**config.mk**
```make
export PLATFORM = sky130hd
export DESIGN_NAME = trdb_clock_gating_ctrl
export DESIGN_NICKNAME = d
export VERILOG_FILES = /design/src/rtl/trdb_clock_gating_ctrl.sv
export SDC_FILE = /design/constraint.sdc
export NUM_CORES = 1
export LEC_CHECK = 0
export CAP_MARGIN = 10
export CORE_AREA = 3 3 68 70
export CTS_CLUSTER_SIZE = 24
export DETAILED_ROUTE_END_ITERATION = 6
export DIE_AREA = 0 0 71 73
export GPL_TIMING_DRIVEN = 1
export HOLD_SLACK_MARGIN = 0.06
export PLACE_DENSITY = 0.69
export SYNTH_ARGS = -nofsm -noshare
export SYNTH_HDL_FRONTEND = slang
export SYNTH_SLANG_ARGS = --single-unit
```
**constraint.sdc**
```tcl
create_clock -name clk_i -period 2.1 [get_ports clk_i]
set_input_delay 0.315 -clock clk_i [delete_from_list [all_inputs] [get_ports clk_i]]
set_output_delay 0.315 -clock clk_i [all_outputs]
set_load 0.1 [all_outputs]
```
**src/rtl/trdb_clock_gating_ctrl.sv**
```systemverilog
// trdb_clock_gating_ctrl
//
// Per-domain enable controller for the trace encoder's clock-gating cells.
// Each domain runs an independent OFF -> WAKE -> ON FSM with its own counter.
// WAKE_CYCLES of WAKE elapse before the domain is declared ready. Once ON, the
// domain is gated off again after IDLE_CYCLES consecutive idle cycles.
//
// Ports:
//   clk_i      free-running ungated clock
//   rst_ni     synchronous active-low reset
//   cfg_en_i   per-domain permission to run
//   force_on_i global override: wake every domain and keep it on
//   busy_i     per-domain activity/request, level-sensitive
//   en_o       per-domain enable to the gating cell (state != OFF)
//   ready_o    per-domain clock running and stable (state == ON)
//   idle_o     all domains OFF
module trdb_clock_gating_ctrl #(
    parameter int N_DOMAINS   = 4,
    parameter int IDLE_CYCLES = 16,
    parameter int WAKE_CYCLES = 2
) (
    input  logic                 clk_i,
    input  logic                 rst_ni,
    input  logic [N_DOMAINS-1:0] cfg_en_i,
    input  logic                 force_on_i,
    input  logic [N_DOMAINS-1:0] busy_i,
    output logic [N_DOMAINS-1:0] en_o,
    output logic [N_DOMAINS-1:0] ready_o,
    output logic                 idle_o
);

    localparam int MAX_CYCLES = (IDLE_CYCLES > WAKE_CYCLES) ? IDLE_CYCLES : WAKE_CYCLES;
    localparam int CNT_W      = $clog2(MAX_CYCLES + 1);

    localparam logic [CNT_W-1:0] IDLE_LAST = CNT_W'(IDLE_CYCLES - 1);
    localparam logic [CNT_W-1:0] WAKE_LAST = CNT_W'(WAKE_CYCLES - 1);
    localparam logic [CNT_W-1:0] CNT_MAX   = {CNT_W{1'b1}};

    typedef enum logic [1:0] {
        OFF  = 2'd0,
        WAKE = 2'd1,
        ON   = 2'd2
    } state_t;

    state_t           state     [N_DOMAINS];
    state_t           state_nxt [N_DOMAINS];
    logic [CNT_W-1:0] cnt       [N_DOMAINS];
    logic [CNT_W-1:0] cnt_nxt   [N_DOMAINS];
    logic [N_DOMAINS-1:0] wreq;

    // Counter never wraps; it sticks at its maximum value.
    function automatic logic [CNT_W-1:0] sat_inc(input logic [CNT_W-1:0] c);
        return (c == CNT_MAX) ? c : c + 1'b1;
    endfunction

    assign wreq = {N_DOMAINS{force_on_i}} | (busy_i & cfg_en_i);

    always_comb begin
        for (int i = 0; i < N_DOMAINS; i++) begin
            state_nxt[i] = state[i];
            cnt_nxt[i]   = cnt[i];
            case (state[i])
                OFF: begin
                    if (wreq[i]) begin
                        state_nxt[i] = WAKE;
                        cnt_nxt[i]   = '0;
                    end
                end
                // WAKE ignores busy/config so the cell always gets a full
                // stabilisation window; only reset can abort it.
                WAKE: begin
                    if (cnt[i] == WAKE_LAST) begin
                        state_nxt[i] = ON;
                        cnt_nxt[i]   = '0;
                    end else begin
                        cnt_nxt[i] = sat_inc(cnt[i]);
                    end
                end
                ON: begin
                    if (force_on_i) begin
                        cnt_nxt[i] = '0;
                    end else if (!cfg_en_i[i]) begin
                        // Config revoked: drain outstanding work, then stop
                        // immediately without hysteresis.
                        cnt_nxt[i] = '0;
                        if (!busy_i[i]) begin
                            state_nxt[i] = OFF;
                        end
                    end else if (busy_i[i]) begin
                        // Checked before the timeout so a request landing on
                        // the final idle cycle keeps the domain on.
                        cnt_nxt[i] = '0;
                    end else if (cnt[i] == IDLE_LAST) begin
                        state_nxt[i] = OFF;
                        cnt_nxt[i]   = '0;
                    end else begin
                        cnt_nxt[i] = sat_inc(cnt[i]);
                    end
                end
                default: begin
                    state_nxt[i] = OFF;
                    cnt_nxt[i]   = '0;
                end
            endcase
        end
    end

    always_ff @(posedge clk_i) begin
        for (int i = 0; i < N_DOMAINS; i++) begin
            if (!rst_ni) begin
                state[i] <= OFF;
                cnt[i]   <= '0;
            end else begin
                state[i] <= state_nxt[i];
                cnt[i]   <= cnt_nxt[i];
            end
        end
    end

    // Outputs decode registered state only; no input reaches them
    // combinationally.
    always_comb begin
        idle_o = 1'b1;
        for (int i = 0; i < N_DOMAINS; i++) begin
            en_o[i]    = (state[i] != OFF);
            ready_o[i] = (state[i] == ON);
            if (state[i] != OFF) begin
                idle_o = 1'b0;
            end
        end
    end

endmodule
```
Word level (Yosys, flattened, before mapping). Memories as Yosys holds them, arrays and structs flattened. Index checks and enable logic that the tools add are counted.

Add/sub/neg operators: 4. Equality and inequality tests: 20. Muxes and demuxes: 78. Bitwise gates (word level): 10. Reductions and logical operators: 8.

Operators with widths (number): $mux W5 (32); $mux W2 (32); $pmux W5 S3 (4); $pmux W2 S3 (4); $add A5 B1 Y5 const B (4); $eq A5 B1 Y1 const B (4); $eq A5 B4 Y1 const B (4); $eq A5 B5 Y1 const B (4); $eq A2 B1 Y1 const B (4); $eq A2 B2 Y1 const B (4); $logic_not A2 Y1 (4); $or A1 B1 Y1 (8); $reduce_bool A2 Y1 (4); $mux W1 (6); $and A4 B4 Y4 (1); $or A4 B4 Y4 (1).

Register bits after elaboration: 0. Bits in writable memories: 28. Output and inout port bits: 9. Word-level logic and storage cells: 122. Memories kept: 2.

Memories: cnt (depth 4, bits a word 5, read ports 4, clocked after Yosys merged registers in 0, wr ports 4, RTL line 47) `logic [CNT_W-1:0] cnt [N_DOMAINS];`; state (depth 4, bits a word 2, read ports 4, clocked after Yosys merged registers in 0, wr ports 4, RTL line 45) `state_t state [N_DOMAINS];`.

Longest topological paths before layout. Gate-level depths: netlist (run 1).

Depth after elaboration: 8. Depth in mapped cells: 6. Depth with buffers taken out: 6.

Worst setup path before layout (run 1). Ideal clock, no wire load.

Path type: flip-flop to output port. Start point: memory state[1][2] (netlist name). End point: output idle_o. Arrival: 3.968 ns. Path slack: -2.183 ns. Cell stages (with the launch flop): 5. Cells stage by stage: dfxtp_1 -> inv_1 -> ha_1 -> inv_1 -> nor4_1.

RTL lines: from (decl) (RTL line 45); to (decl) (RTL line 29) `output logic idle_o`.

==> results of run 1 <==
==> logic make-up after synthesis <==
group	count (synthesis)	share of synthesized area, %
AND/OR/NAND/NOR	98	30.1
AO/OA/AOI/OAI	51	19.0
flip-flops	28	28.0
buffers and inverters	25	4.69
adder cells (fa/ha/maj)	23	14.4
XOR/XNOR	4	1.75
multiplexers	4	2.00
==> stage by stage <==
step	instances	total power, mW	TNS [ps]	instance area [um2]
final	308	3.44	0	2440
after global routing	308	3.66	0	2440
after CTS	308	3.47	0	2440
after detailed placement	304	3.02	0	2370
after global placement	304	3.01	0	2370
after floorplan	233	2.37	-680	2020
==> final cells by class <==
cell class / instances / area (um2) / share of cell area (%)
flip-flops and latches: 28 / 561 / 23.0
clock buffers: 3 / 41.3 / 1.69
inverters: 22 / 82.6 / 3.39
clock inverters: 1 / 30.0 / 1.23
multi-input cells: 180 / 1370 / 56.1
repair buffers: 24 / 293 / 12.0
well taps: 50 / 62.6 / 2.57
==> power by group through the flow <==
stage / logic [mW] / clock network, mW / registers, mW
after global routing: 2.46 / 0.476 / 0.720
after floorplan: 1.67 / 0 / 0.699
after global placement: 2.30 / 0 / 0.713
after detailed placement: 2.30 / 0 / 0.716
after CTS: 2.32 / 0.448 / 0.704
final: 2.31 / 0.427 / 0.703
==> registers in the layout, summed over array words and instances, names as in the netlist <==
register / flops
cnt: 20
state: 8
==> cells in the final DEF, fill, tap and decap left out, types with 4 or more instances in the layout <==
master	count
nor3_1	8
nand2_1	23
dfxtp_1	28
nor2_1	14
o21ai_0	4
o41ai_1	4
nand3_1	9
and4b_1	8
inv_1	22
a21oi_1	16
a31oi_1	5
xnor2_1	4
and3_1	6
buf_4	7
ha_1	20
buf_12	7
clkdlybuf4s50_1	10
mux2i_1	4
==> worst min-delay path, cell delays in order (launching register included) <==
cell,delay [ps]
dfxtp_1,340
nand2_1,60
mux2i_1,50
==> per-layer routing <==
metal,routed length (um),part of all wire [%],GRT usage (%)
met5,0,0,0
met4,32,0.77,5.01
met3,240,5.8,3.31
met2,1830,44,26.7
met1,2070,50,23.0
==> final timing paths <==
check | to | start | cells past startpoint
worst max-delay path | idle_o | state[0][2] | 5
worst min-delay path | state[0][2] | state[0][2] | 2
worst max register to register | state[0][1] | state[0][0] | 6
worst min register to register | state[0][2] | state[0][2] | 2
==> impl_metrics.ini, run 1 <==
[clock_network]
post-cts-setup-buffers = 0
h-tree-depth = 1
cts.clk_slew.worst_paths_ps = 100
clock_sinks = 28
clock_path_buffers = 2
numCtsBuffers = 3
cts_resized = 0
clkLatencyLatePin_ps = 270
cts_hold_buf = 0
cts_tree = done
cts-root-buf = clkbuf_8

[timing]
fin_crit_ps = 1880
hold_viol = 0
clock.fmax_mhz = 531
fin_ws_ps = 215
finalCritPeriodShare_pct = 89.7
worst_pin_slew_ps = 750
clock_skew_ps = 4.29
setup_violations = 0
slew_headroom_pct = 50.0
rsz0062_at_grt = no
drv_slew = 0
whs_ps = 483

[setup_path]
cp_num_buf_inv = 3
cpMostUsedCell = inv_1
path_cells = inv_1, ha_1, inv_1, nor4_4, buf_12
critical_path.top_delay_family = buffers and inverters
end_kind = primary output
cp_max_fo = 3
regToRegSetupSlack_ps = 360
start_kind = flop
critPathArrivalTime_ps = 1570
worstPathRequired_ps = 1780
cpMaxStageDelayCell = nor4_4
cp_slowest_stage_delay_ps = 350
worst-setup-path-type = flop to primary output

[power_and_ir_drop]
p_per_area_nw_per_um2 = 1410
p_leak_nw = 0.975
pwr-share-comb_pct = 67.1
p_switching_mw = 1.71
p_seq_share_pct = 20.5
peakVddDrop_mv = 0.853
swShare_pct = 49.8
pwr-share-clk_pct = 12.4
internal-power_mw = 1.73

[detailed_routing]
wl_um = 4170
drc = 0
final_antenna_net_count = 0
drtIter0Drc = 121
wire_per_inst_um = 13.5
vias = 1758
first_pass_iters = 4
routed_via_density = 5.71

[synth]
syn_nets = 267
netlist.area_leader.share_pct = 28.0
synth_area_leaders = dfxtp_1, ha_1, nand2_1
synthArstFlopShare_pct = 0
netlist_area_um2 = 2000
yosysTopAreaCell = dfxtp_1
postSynthAreaPerCell_um2 = 8.58
yosysMostFrequentCell = dfxtp_1
seq_area_frac_synth_pct = 28.0
yosys_warnings = 0
synth.ff_latch_count = 28
synth_common_cells = dfxtp_1, ha_1, nand2_1
synth_edf_count = 0
ys.flop_type = dfxtp_1
synthCells = 233
synth.distinct_cells = 40

[die]
die_x_um = 71
die_area_um2 = 5180
initial_core_util_pct = 49.6
core.rowCount = 23
fp.coreArea_um2 = 4030
die_h_um = 73
ioPinCount = 20

[layout]
n_fill_cell = 369
area_growth_pct = 21.9
nNetsFinal = 293
antennaDiodeCount = 0
final_util_pct = 60.5
drive_gt1_share_pct = 14.3

[min_path]
min_path_type = flop to flop

[placed_design]
dpl.hpwl_um = 3210
pre_cts_ws_ps = 93.7
gp_congestion = 0.864
io_buffers = 19

[grt]
antenna_found_initial = 0
grtUsageTotal_pct = 16.8
gr-total-overflow = 0
grt_max_degree = 21
grt_pass1_wl_um = 7130
grt_pass1_vias = 1637

[status]
status = complete, no violations

[run]
max-cap-violations = 0
(Power assumes the default switching activity.)
==> run 2: changes to the inputs <==
--- a/config.mk
+++ b/config.mk
@@ -5,7 +5,7 @@
 export SDC_FILE = /design/constraint.sdc
 export NUM_CORES = 1
 export LEC_CHECK = 0
-export CAP_MARGIN = 10
+export CAP_MARGIN = 20
 export CORE_AREA = 3 3 68 70
 export CTS_CLUSTER_SIZE = 24
 export DETAILED_ROUTE_END_ITERATION = 6
==> results of run 2 <==
The final DEF is identical to that of run 1; final timing and power are the same.
